`config.mk`:
```
export PLATFORM = sky130hd
export DESIGN_NAME = cdpga_rst_seq
export DESIGN_NICKNAME = d
export VERILOG_FILES = /design/src/rtl/cdpga_rst_seq_pkg.sv /design/src/rtl/cdpga_sync2.sv /design/src/rtl/cdpga_rst_seq.sv
export SDC_FILE = /design/constraint.sdc
export NUM_CORES = 1
export LEC_CHECK = 0
export CORE_AREA = 3 3 67 69
export CTS_CLUSTER_SIZE = 14
export DETAILED_ROUTE_END_ITERATION = 7
export DIE_AREA = 0 0 70 72
export GPL_TIMING_DRIVEN = 0
export PLACE_DENSITY = 0.79
export SKIP_CTS_REPAIR_TIMING = 1
export SLEW_MARGIN = 20
export SYNTH_ARGS = -nofsm -noshare
export SYNTH_HDL_FRONTEND = slang
export SYNTH_SLANG_ARGS = --single-unit
```
`constraint.sdc`:
```
create_clock -name clk -period 2.55 [get_ports clk]
set_input_delay 0.51 -clock clk [delete_from_list [all_inputs] [get_ports clk]]
set_output_delay 0.51 -clock clk [all_outputs]
set_load 0.01 [all_outputs]
```
`src/rtl/cdpga_rst_seq_pkg.sv`:
```
// Shared types and defaults for the cdpga reset sequencer.
package cdpga_rst_seq_pkg;

  typedef enum logic [2:0] {
    ST_PLL_RST   = 3'd0,
    ST_WAIT_LOCK = 3'd1,
    ST_FILTER    = 3'd2,
    ST_HOLD      = 3'd3,
    ST_RUN       = 3'd4
  } rst_state_t;

  localparam int DEF_PLL_RST_CYCLES = 8;
  localparam int DEF_LOCK_TIMEOUT   = 4096;
  localparam int DEF_LOCK_FILT      = 16;
  localparam int DEF_HOLD_CYCLES    = 64;
  localparam int DEF_CNT_W          = 16;

endpackage

```
`src/rtl/cdpga_sync2.sv`:
```
// Generic two-flop synchronizer with synchronous active-high clear.
module cdpga_sync2 #(
  parameter int DATA_W = 1
) (
  input  logic              clk,
  input  logic              clr,
  input  logic [DATA_W-1:0] d,
  output logic [DATA_W-1:0] q
);

  logic [DATA_W-1:0] meta_p0;
  logic [DATA_W-1:0] sync_p1;

  // Two flops in series; clear forces both to zero so a stale level cannot leak out.
  always_ff @(posedge clk) begin
    if (clr) begin
      meta_p0 <= '0;
      sync_p1 <= '0;
    end else begin
      meta_p0 <= d;
      sync_p1 <= meta_p0;
    end
  end

  assign q = sync_p1;

endmodule

```
`src/rtl/cdpga_rst_seq.sv`:
```
// Reset sequencer between the PLL and the system: pulses PLL reset, qualifies
// lock through a filter and hold window, and releases system reset only in RUN.
module cdpga_rst_seq
  import cdpga_rst_seq_pkg::*;
#(
  parameter int PLL_RST_CYCLES = DEF_PLL_RST_CYCLES,
  parameter int LOCK_TIMEOUT   = DEF_LOCK_TIMEOUT,
  parameter int LOCK_FILT      = DEF_LOCK_FILT,
  parameter int HOLD_CYCLES    = DEF_HOLD_CYCLES,
  parameter int CNT_W          = DEF_CNT_W
) (
  input  logic       clk,
  input  logic       reset,
  input  logic       pll_lock,
  input  logic       sw_reset_req,
  output logic       pll_reset,
  output logic       rst_out,
  output logic       rst_n_out,
  output logic       ready,
  output logic [7:0] relock_cnt,
  output logic [7:0] timeout_cnt,
  output logic [2:0] state_out
);

  localparam longint CNT_CAP = longint'(1) << CNT_W;

  if (PLL_RST_CYCLES < 1 || LOCK_TIMEOUT < 1 || LOCK_FILT < 1 || HOLD_CYCLES < 1) begin : g_bad_min
    $error("cdpga_rst_seq: all cycle parameters must be >= 1");
  end
  if (longint'(PLL_RST_CYCLES - 1) >= CNT_CAP || longint'(LOCK_TIMEOUT - 1) >= CNT_CAP ||
      longint'(LOCK_FILT - 1) >= CNT_CAP || longint'(HOLD_CYCLES - 1) >= CNT_CAP) begin : g_bad_w
    $error("cdpga_rst_seq: CNT_W too narrow for the configured cycle counts");
  end

  localparam logic [CNT_W-1:0] PLL_RST_LAST = CNT_W'(PLL_RST_CYCLES - 1);
  localparam logic [CNT_W-1:0] TIMEOUT_LAST = CNT_W'(LOCK_TIMEOUT - 1);
  localparam logic [CNT_W-1:0] FILT_LAST    = CNT_W'(LOCK_FILT - 1);
  localparam logic [CNT_W-1:0] HOLD_LAST    = CNT_W'(HOLD_CYCLES - 1);

  function automatic logic [7:0] sat_inc8(input logic [7:0] v);
    return (v == 8'hFF) ? v : v + 8'd1;
  endfunction

  logic             lock_s;
  logic [2:0]       state_q;
  logic [2:0]       state_d;
  logic [CNT_W-1:0] cnt_q;
  logic             cnt_clr;
  logic             inc_relock;
  logic             inc_timeout;

  cdpga_sync2 #(.DATA_W(1)) u_lock_sync (
    .clk (clk),
    .clr (reset),
    .d   (pll_lock),
    .q   (lock_s)
  );

  // State, cycle counter and saturating event counters.
  always_ff @(posedge clk) begin
    if (reset) begin
      state_q     <= ST_PLL_RST;
      cnt_q       <= '0;
      relock_cnt  <= 8'd0;
      timeout_cnt <= 8'd0;
    end else begin
      state_q <= state_d;
      cnt_q   <= cnt_clr ? '0 : cnt_q + CNT_W'(1);
      if (inc_relock)  relock_cnt  <= sat_inc8(relock_cnt);
      if (inc_timeout) timeout_cnt <= sat_inc8(timeout_cnt);
    end
  end

  // Next state: software restart outranks lock loss, which outranks counter expiry.
  always_comb begin
    state_d     = state_q;
    inc_relock  = 1'b0;
    inc_timeout = 1'b0;
    if (sw_reset_req) begin
      state_d = ST_PLL_RST;
    end else begin
      case (state_q)
        ST_PLL_RST: begin
          if (cnt_q == PLL_RST_LAST) state_d = ST_WAIT_LOCK;
        end
        ST_WAIT_LOCK: begin
          if (lock_s) begin
            state_d = ST_FILTER;
          end else if (cnt_q == TIMEOUT_LAST) begin
            state_d     = ST_PLL_RST;
            inc_timeout = 1'b1;
          end
        end
        ST_FILTER: begin
          if (!lock_s)                 state_d = ST_WAIT_LOCK;
          else if (cnt_q == FILT_LAST) state_d = ST_HOLD;
        end
        ST_HOLD: begin
          if (!lock_s)                 state_d = ST_WAIT_LOCK;
          else if (cnt_q == HOLD_LAST) state_d = ST_RUN;
        end
        ST_RUN: begin
          if (!lock_s) begin
            state_d    = ST_WAIT_LOCK;
            inc_relock = 1'b1;
          end
        end
        default: state_d = ST_PLL_RST;
      endcase
    end
    cnt_clr = sw_reset_req || (state_d != state_q);
  end

  // Moore outputs decoded from the registered state only.
  always_comb begin
    pll_reset = (state_q == ST_PLL_RST);
    ready     = (state_q == ST_RUN);
    rst_out   = ~ready;
    rst_n_out = ready;
    state_out = state_q;
  end

endmodule

```
==> results of run 1 <==
registers in the layout, indices dropped and copies added, names as in the netlist:
name / count
u_lock_sync.q: 1
state_out: 3
timeout_cnt: 8
cnt_q: 16
u_lock_sync.meta_p0: 1
relock_cnt: 8
logic make-up (layout without fill, tap and decap cells):
group,after synthesis,after routing,share of synthesized area [%]
AND/OR/NAND/NOR,115,115,34.5
flip-flops,37,37,39.8
XOR/XNOR,25,25,11.8
AO/OA/AOI/OAI,16,16,6.25
buffers and inverters,15,49,3.29
multiplexers,4,4,2.48
adder cells (fa/ha/maj),3,3,2.01
cell usage after synthesis, drive strengths merged (2+ instances only):
library cell  count
dfxtp            37
nor2             30
xnor2            16
nand3            15
nor4             15
nor3             12
nand2            10
xor2              9
inv               7
and3              6
clkbuf            6
nand4             6
nor2b             5
o21ai             4
ha                3
or3               3
or4               3
a21oi             2
buf               2
mux2              2
mux2i             2
nand4b            2
o211ai            2
or2               2
power breakdown:
| group | internal [mW] | switching [mW] |
|---|---|---|
| logic | 0.0110 | 0.0176 |
| registers | 0.580 | 0.00193 |
| clock network | 0.394 | 0.226 |
worst max-delay path, stage by stage (launching register included):
cell and delay, ns:
dfxtp_1 0.38, or4_1 0.59, or2_1 0.27, o41a_1 0.41, o211ai_4 0.30, buf_2 0.29
nor4_1 0.08
path summary, 6_finish.rpt:
kind	to	slack (ns)	depth (start not counted)
max reg2reg	cnt_q[4]	0.1	6
min reg2reg	u_lock_sync.q	0.46	1
max	cnt_q[4]	0.1	6
min	u_lock_sync.q	0.46	1
per-layer routing:
metal  global-route usage (%)  up-vias  part of all wire (%)
met5                        0        -                     0
met2                     27.9       23                    47
met1                     22.1      773                    48
li1                         -      843                     -
met3                     3.05        5                   2.8
met4                     7.02        0                   1.5
through the flow:
| stage | util (%) | TNS [ns] | hold slack [ns] | area [um^2] | std cells |
|---|---|---|---|---|---|
| 2_1_floorplan | - | 0 | 0.414 | 1860 | 215 |
| 3_3_place_gp | 55.0 | -0.232 | 0.441 | 2190 | 291 |
| 3_5_place_dp | 55.0 | -0.260 | 0.431 | 2190 | 291 |
| 4_1_cts | 58.5 | -0.143 | 0.463 | 2320 | 299 |
| 5_1_grt | 58.9 | 0 | 0.487 | 2340 | 299 |
| 6_report | 58.9 | 0 | 0.463 | 2340 | 299 |
area by class of cell:
type                            instances  area (um^2)  area share, %
Multi-Input combinational cell        163         1070           46.0
Sequential cell                        37          741           31.7
Buffer                                  8         35.0           1.50
Inverter                                7         26.3           1.12
Timing Repair Buffer                   26          260           11.1
Tap cell                               50         62.6           2.68
Clock buffer                            5         68.8           2.94
Clock inverter                          3         68.8           2.94
==> results by stage, run 1 <==
Run status:
- The flow ran to the end, and the final reports show no timing, DRC or antenna violations.

Finish:
- Counting the fill cells in the layout gives 376.
- The library cell used most frequently in the layout, excluding fill and tap cells, is dfxtp_1.
- The repair_antennas step left the layout with diodes totalling 0.
- The top cell types in the final layout, fill and taps aside, are dfxtp_1, nor2_1, clkdlybuf4s50_1.
- In the final layout, the share of cells above drive strength 1 is between 7 and 8%.
- At the end of the flow, the number of nets in the layout was between 200 and 300.
- Compared with the post-synthesis result, the final layout area differs by 25.5%.

Global routing:
- Global routing finished with a remaining overflow of 0.
- The number of global-route vias before repair came to 1579.
- The pin count of the biggest net entering global routing is 14.
- The initial antenna violation count came to 0.
- The global-route wire length before repair is 7080 um.
- Global routing used roughly 17% of the available tracks.

Timing:
- Setup slack closes at 0.0995 ns.
- Measured against its own limit, the worst slew margin works out to about half.
- The period utilization is a little over nine tenths.
- The number of max-slew violations in the final report is 0.
- The highest achievable clock rate is 408 MHz.
- The number of endpoints with negative hold slack in the final report came to 0.
- Across the routed clock network, the largest skew measured is 0.00513 ns.
- Setup repair after global routing left no endpoint under its margin.
- The time the final worst path needs with I/O delays and setup is between 2 and 2.5 ns.
- At the pin with the least slew margin, the transition time is around 0.74 ns.
- Setup violations remaining at the end of the flow were counted as 0.

Place:
- Timing analysis after detailed placement gives a worst setup slack of -0.185 ns.
- Buffers placed on the I/O ports in this run total 26.
- The detailed placer's ending HPWL is about 2800 um.
- The global placement routability congestion is about 0.85.

Worst setup path:
- STA puts the critical path data arrival time at between 2 and 3 ns.
- At the worst endpoint, the required time is 2.71 ns.
- The startpoint identified for the worst register-to-register timing path is cnt_q[8].
- STA classifies the critical path startpoint as a flop.
- The critical path is of the flop to flop type.
- The worst setup path is captured at a flop.
- The largest fanout on the critical path is 10.
- The launch point of the worst path is cnt_q[8].

Routing:
- The average wire per standard cell is roughly 13 um.
- The final routed DRC violation total is 0.
- The first TritonRoute pass finished after 4 iterations.
- Dividing the detail-routed via count by the number of cells gives 5.50.
- The total wire length is approximately 4000 um.
- The total via count in the routed design is 1644.
- The number of DRC markers after the initial detailed-route iteration is 130.
- The count of nets left with antenna violations after detail routing is 0.

Logic synthesis:
- Yosys mapped the design onto 47 distinct sky130hd cell types.
- After synthesis the cells add up to around 1900 um^2.
- Yosys attributes the largest share of cell area to dfxtp_1, xnor2_1, nor2_1, nor4_1, xor2_1.
- The average footprint of a synthesized cell is just under 9 um^2.
- Of all flip-flops after synthesis, the portion carrying an async set or reset was 0%.
- Yosys mapped a number of flops with a built-in enable equal to 0.
- In the synthesized netlist the dominant register cell turns out to be dfxtp_1.
- The fraction of the yosys area taken by sequential cells is 39.8%.
- The warning count from the yosys run is 0.
- dfxtp_1 takes more of the synthesized area than any other cell.
- The post-synthesis net count is 222.
- In this run, synthesis produced a sequential element count of 37.
- The share of Yosys cell area claimed by the top area cell type is between 30% and 40%.
- The synthesized netlist cell count is around 220.

Clocking:
- The number of buffers inserted during clock tree synthesis is 5.
- Clock-pin slew was measured on the worst setup and hold paths at 0.08 ns.
- The clock root buffer is clkbuf_8.
- The clock passes through at most 2 buffers.
- TritonCTS built the clock tree.
- The clock insertion delay at the later pin of the skew report is 0.29 ns.
- In this run the number of H-tree levels came out at 2.
- The clock net in this run drives a total of 37 sinks.

Pwr:
- Across the VDD grid, the largest voltage drop is about 0.22 mV.
- The overall power after layout is ~1.2 mW.
- Power spread over the standard cell area amounts to ~530 nW/um^2.
- The analysis attributes to cell leakage a power of between 0.7 and 0.8 nW.

Floorplan:
- The die is around 70 um wide.
- The floorplan step defined a die boundary enclosing around 5000 um^2.
- The number of placement rows is 23.
- The number of I/O pins is 27.
- The initial utilization of the core area, before any placement, comes to roughly 47%.
- The die is 72 um tall.
- The core area is just under 4000 um^2.

Min path:
- The critical hold path startpoint is u_lock_sync.meta_p0.
- The min-delay analysis places its worst path in the category flop to flop.

Flow run:
- The max capacitance violation total is 0.
No activity file was read; power rests on OpenSTA's default activity.
==> run 2: changes to the inputs <==
--- a/config.mk
+++ b/config.mk
@@ -5,10 +5,10 @@
 export SDC_FILE = /design/constraint.sdc
 export NUM_CORES = 1
 export LEC_CHECK = 0
-export CORE_AREA = 3 3 67 69
+export CORE_AREA = 2 2 66 68
 export CTS_CLUSTER_SIZE = 14
 export DETAILED_ROUTE_END_ITERATION = 7
-export DIE_AREA = 0 0 70 72
+export DIE_AREA = 0 0 68 70
 export GPL_TIMING_DRIVEN = 0
 export PLACE_DENSITY = 0.79
 export SKIP_CTS_REPAIR_TIMING = 1
==> run 2 against run 1 <==
Compared with the run above:
- register-to-register slack improved by 0.05 ns
- combinational power increased by 2%
- sequential power about the same
- maximum frequency increased by 0.92%
- first-iteration DRC count decreased by 41%
- sequential share of layout area increased by 0.17 points
- non-clock buffer count unchanged
- final cell count increased by 0.67%
- worst setup slack improved by 0.022 ns
- flip-flop and latch count unchanged
- total power decreased by 6.9%
- highest routed layer unchanged
==> results by stage, run 2 (same netlist as run 1, synthesis figures left out) <==
Finish:
- The most frequent standard cell in the layout excluding fill and tap cells is dfxtp_1.
- Cells fill between 50% and 60% of the core in the end.
- In the final layout, flip-flops and latches occupy 741 um^2.
- The net total in the final layout is approximately 260.
- In the final layout, the share of cells above drive strength 1 is under 10%.
- The growth of design area from synthesis to finish is 24.8%.
- Excluding fillers, the count of instances in the completed layout stands at 301.
- The register with the most flip-flops is cnt_q.
- The library cells used most frequently in the layout, excluding fill and tap cells, are dfxtp_1, nor2_1, clkdlybuf4s50_1.
- The filler cells instantiated in the layout total between 300 and 400.
- The largest registers in the layout are cnt_q x16, relock_cnt x8, timeout_cnt x8.
- The register with the most flip-flops in the layout has 16 of them.
- Summing all multi-input logic gate instances after layout gives roughly 1100 um^2.
- The number of inserted diodes is 0.

Run status:
- The flow ran to the end, and the final reports show no timing, DRC or antenna violations.

Floorplan:
- 27 I/O pins were placed.
- For this configuration, the core starts out at a cell density of 45.0%.
- The floorplan step set the die width to ~68 um.
- The core area is around 4100 um^2.
- The area of the die is 4760 um^2.
- From bottom edge to top edge, the die measures about 70 um.
- The number of placement rows is 24.

Worst setup path:
- The number of buffers and inverters on the critical path is 3.
- The data required time at the worst endpoint is 2.04 ns.
- The worst register-to-register path has a depth of 6.
- The top cell family by delay on the critical path is buffers and inverters.
- STA classifies the critical path startpoint as a flop.
- The largest fanout on the critical path is 10.
- The worst setup path is captured at a primary output.
- The data arrival time of the worst path is 1.92 ns.
- The critical path goes through clkbuf_1 -> nor3b_2 -> buf_4 -> clkdlybuf4s50_1.
- The end of the worst register-to-register path is cnt_q[4].
- Setup slack on the worst reg-to-reg path comes out at about 0.15 ns.
- The longest individual stage delay on the worst path is between 0.5 and 0.6 ns.
- The worst reg2reg path startpoint is cnt_q[9].
- The worst setup path is of the flop to primary output kind.
- For this design, the slowest cell found on the critical path is clkdlybuf4s50_1.

Timing:
- The smallest clock period supported by the final layout is computed as around 2.4 ns.
- Setup violations remaining at the end of the flow were counted as 0.
- At the pin with the least slew margin, the transition time is around 0.73 ns.
- The final total negative setup slack is 0 ns.
- The worst slew slack as a fraction of its limit is 51.2%.
- The worst path uses 95.2% of the clock period.
- The number of max-slew violations in the final report is 0.
- The worst hold slack is ~0.45 ns.
- The maximum clock skew at final layout is roughly 0.0073 ns.
- The slack of the critical path is between 0.1 and 0.15 ns.
- The highest achievable clock rate is roughly 400 MHz.
- The number of endpoints with negative hold slack in the final report is 0.

Routing:
- The final routed DRC violation total is 0.
- The first routing iteration left 77 violations.
- The ratio of routed vias to standard cells is between 5 and 6.
- The count of nets left with antenna violations after detail routing is 0.
- After detailed routing, the average wire length per cell comes to between 10 and 15 um.
- The number of optimization iterations in the first detailed-route pass is 5.
- The routed design has roughly 3900 um of wire.
- The total via count in the routed design is around 1600.

Clocking:
- The clock drives 37 sinks.
- The CTS clock-pin slew for the worst setup and hold paths is approximately 0.07 ns.
- The count of H-tree levels built during CTS is 2.
- The clock tree from TritonCTS is built.
- For the worst-skew pair, the clock arrives at the later sink with an insertion delay of about 0.3 ns.
- The root buffer cell chosen for the clock tree is clkbuf_8.
- The buffer depth of the longest clock path is 2.
- Counting the buffers created by CTS gives 5.

Global routing:
- The global-route usage over all layers is approximately 17%.
- The initial antenna violation count came to 0.
- The number of global-route vias before repair is roughly 1400.
- Entering global routing, the biggest net connects 13 pins.
- The global-route wire length before repair is about 6300 um.
- Global routing finished with a remaining overflow of 0.

Min path:
- The end point of the most critical hold path is u_lock_sync.q.
- The cell depth of the worst min-delay path is 1.
- In this run the most critical hold path is launched from u_lock_sync.meta_p0.
- The worst min-delay path category is flop to flop.

Pwr:
- The net switching fraction of the power is between 20% and 30%.
- The switching power is roughly 0.24 mW.
- The leakage power of the design is approximately 0.77 nW.
- The cell-internal power is just over 0.9 mW.
- The clock share of power is a little under half.
- Across the VDD grid, the largest voltage drop is 0.369 mV.
- Combinational logic burns under 10% of the power.
- In this run, flip-flops and latches consume between 50% and 60% of the power.
- Dividing total power by cell area gives a power density of about 490 nW/um^2.

Place:
- In this run, placement finished with an instance count of between 200 and 300.
- Prior to clock tree synthesis, the placed netlist has a worst setup slack of -0.190 ns.
- The congestion estimate from routability-driven global placement came to roughly 0.84.
- The HPWL after detailed placement is 2770 um.
- Port buffering added 26 buffers.

Flow run:
- Max-cap violations in this run came to 0.
run 2: cell types whose count changed in the layout (fill, tap and decap cells not counted):
cell | previous run | this run
buf_2 | 1 | 0
bufinv_16 | 2 | 1
clkbuf_4 | 0 | 1
clkbuf_8 | 5 | 6
clkinvlp_4 | 0 | 1
inv_6 | 1 | 0
run 2: cell type report:
type	count	share of cell area [%]
Clock inverter	2	1.61
Multi-Input combinational cell	163	46.2
Sequential cell	37	31.9
Inverter	7	1.13
Timing Repair Buffer	26	11.2
Buffer	8	1.61
Clock buffer	6	3.55
Tap cell	52	2.80
run 2: metal layers:
layer  GRT usage [%]  share of wire, %  vias to the layer above  wire length, um
met5               0                 0                        -                0
met2            26.1                46                       37             1800
li1                -                 -                      838                -
met3            4.83               5.0                        5              194
met4            6.67               1.8                        0               71
met1            22.4                47                      757             1810
run 2: worst max path at each step:
stage                             from             end  slack (ns)  depth (start not counted)
after CTS                 state_out[0]       rst_n_out       -0.14                          4
final                     state_out[0]       rst_n_out        0.12                          4
after detailed placement  sw_reset_req  timeout_cnt[5]       -0.19                          6
after global routing          cnt_q[9]        cnt_q[5]      -0.002                          6
after global placement    sw_reset_req  timeout_cnt[5]       -0.18                          6
after floorplan              cnt_q[13]  timeout_cnt[5]        0.15                          5
run 2: through the flow:
step | instance area, um^2 | total power [mW]
after global routing | 2320 | 1.19
after detailed placement | 2190 | 0.623
after global placement | 2190 | 0.623
after CTS | 2310 | 1.16
after floorplan | 1860 | 0.612
final | 2320 | 1.15
run 2: power by group through the flow:
stage	Sequential (mW)	Combinational, mW	Clock, mW
floorplan	0.595	0.0164	0
global placement	0.596	0.0278	0
detailed placement	0.596	0.0278	0
CTS	0.582	0.0280	0.549
global route	0.583	0.0327	0.572
finish	0.582	0.0291	0.535
==> edit, RTL diff (config.mk and constraints of run 1) <==
Reset style: asynchronous (`reset`), changed in one clocked block.
--- a/src/rtl/cdpga_rst_seq.sv
+++ b/src/rtl/cdpga_rst_seq.sv
@@ -57,7 +57,7 @@
   );
 
   // State, cycle counter and saturating event counters.
-  always_ff @(posedge clk) begin
+  always_ff @(posedge clk or posedge reset) begin
     if (reset) begin
       state_q     <= ST_PLL_RST;
       cnt_q       <= '0;
Formal check against the unedited RTL: differs if reset is asserted again (counterexample within 10 cycles, from zero or initial values and one cycle with reset high); with reset held inactive, the same outputs for 10 cycles.
==> edit against run 1 <==
  * Design area increased by 4.1%
  * Highest routed layer unchanged
  * Worst setup slack got worse by 5.0 ps
  * Routed wire length decreased by 1.6%
  * Non-clock buffer count increased by 4
  * Final cell count decreased by 8.7%
  * Fmax decreased by 0.20%
  * Largest cell class unchanged
  * Sequential cell count unchanged
  * Area after synthesis increased by 1.8%
Power is not compared: it rests on default switching activity, and its combinational part moved more than twofold at a synthesized area within 25%.
==> edit: results (changes against run 1) <==
stage	metric	value	unit	change
outcome	status	completed		unchanged
synth	synth_cells	183		was 215
detailed_routing	viasPerCell	5.38		was 5.50
setup_path	reg2reg_depth	8		was 6
grt	grtUsageMet1	21.6	%	was 22.1%
timing	worst_slew_pin_slew	727	ps	was 741 ps
detailed_routing	m1WireLength	1.71	mm	was 1.94 mm
placement	gp_congestion	0.816		was 0.854
detailed_routing	highest_layer	met4		unchanged
setup_path	worstPathArrival	2650	ps	was 2610 ps
synth	synth_area_leaders	dfrtp_1 (46%), xor2_1 (6.9%), xnor2_1 (5.5%)		was dfxtp_1 (40%), xnor2_1 (7.5%), nor2_1 (6.0%)
placement	placed_area	2220	sq um	was 2190 sq um
grt	grt_max_degree	36		was 14
grt	grt_pass1_wl	6.51	mm	was 7.08 mm
power	worst_ir_drop_vdd	0.377	mV	
detailed_routing	drt_iter0_drc	94		was 130
placement	dp_cells	259		was 291
setup_path	startpoint	cnt_q[0]$_DFF_PP0_		was cnt_q[8]$_SDFF_PP0_
timing	finalCritPeriodShare	96.3	%	was 96.1%
timing	timing.hold.ws	442	ps	was 463 ps
synth	yosysSeqAreaShare	48.3	%	was 39.8%
power	power.total	1.27	mW	
synth	ys_types	38		was 47
grt	grtUsageMet2	24.6	%	was 27.9%
timing	fin_skew	15.9	ps	was 5.13 ps
hold_path	hold_path_class	reg -> reg		unchanged
synth	synth_common_cells	dfrtp_1 (35), nor2_1 (20), nand2_1 (16)		was dfxtp_1 (37), nor2_1 (30), xnor2_1 (16)
placement	post-dp-hpwl	2.65	mm	was 2.84 mm
synth	synth_warnings	0		unchanged
synth	syn_nets	190		was 222
cells_and_area	nets	229		was 255
grt	grtUsageMet3	5.82	%	was 3.05%
detailed_routing	dr.pass1.iters	4		unchanged
detailed_routing	wire_per_inst	14.5	um	was 13.4 um
detailed_routing	drt-total-wl	3.95	mm	was 4.02 mm
detailed_routing	route.met2.wl	1.98	mm	was 1.90 mm
synth	ys_async_sr_fraction	94.6	%	was 0%
==> edit: logic make-up (layout without fill, tap and decap cells) <==
family                     after synthesis  after routing  synth area share [%]
xor gates and xnor gates                27             27                  12.5
adders and majority gates                3              3                  1.98
muxes                                    3              3                  1.71
and+or+nand+nor                         91             91                  28.0
buffers and inverters                   10             50                  2.84
AOI/OAI and AO/OA                       12             12                  4.75
DFF                                     37             37                  48.3
==> edit: final cells by class <==
cell class                 count  area, sq um
tap                           50         62.6
buffer                         6         40.0
multi-input combinational    136          961
sequential                    37          916
clock inverter                 3         65.1
inverter                       4         15.0
fill                         330         1540
clock buffer                   5         68.8
timing repair buffer          32          305
==> edit: critical path: stages, from the launching register on <==
cell and delay, ps:
dfrtp_1 400, ha_2 260, nand3_4 160, nor4_4 360, nand2_1 140, a311oi_4 420, mux2i_4 340, buf_6 210
nor2_2 60
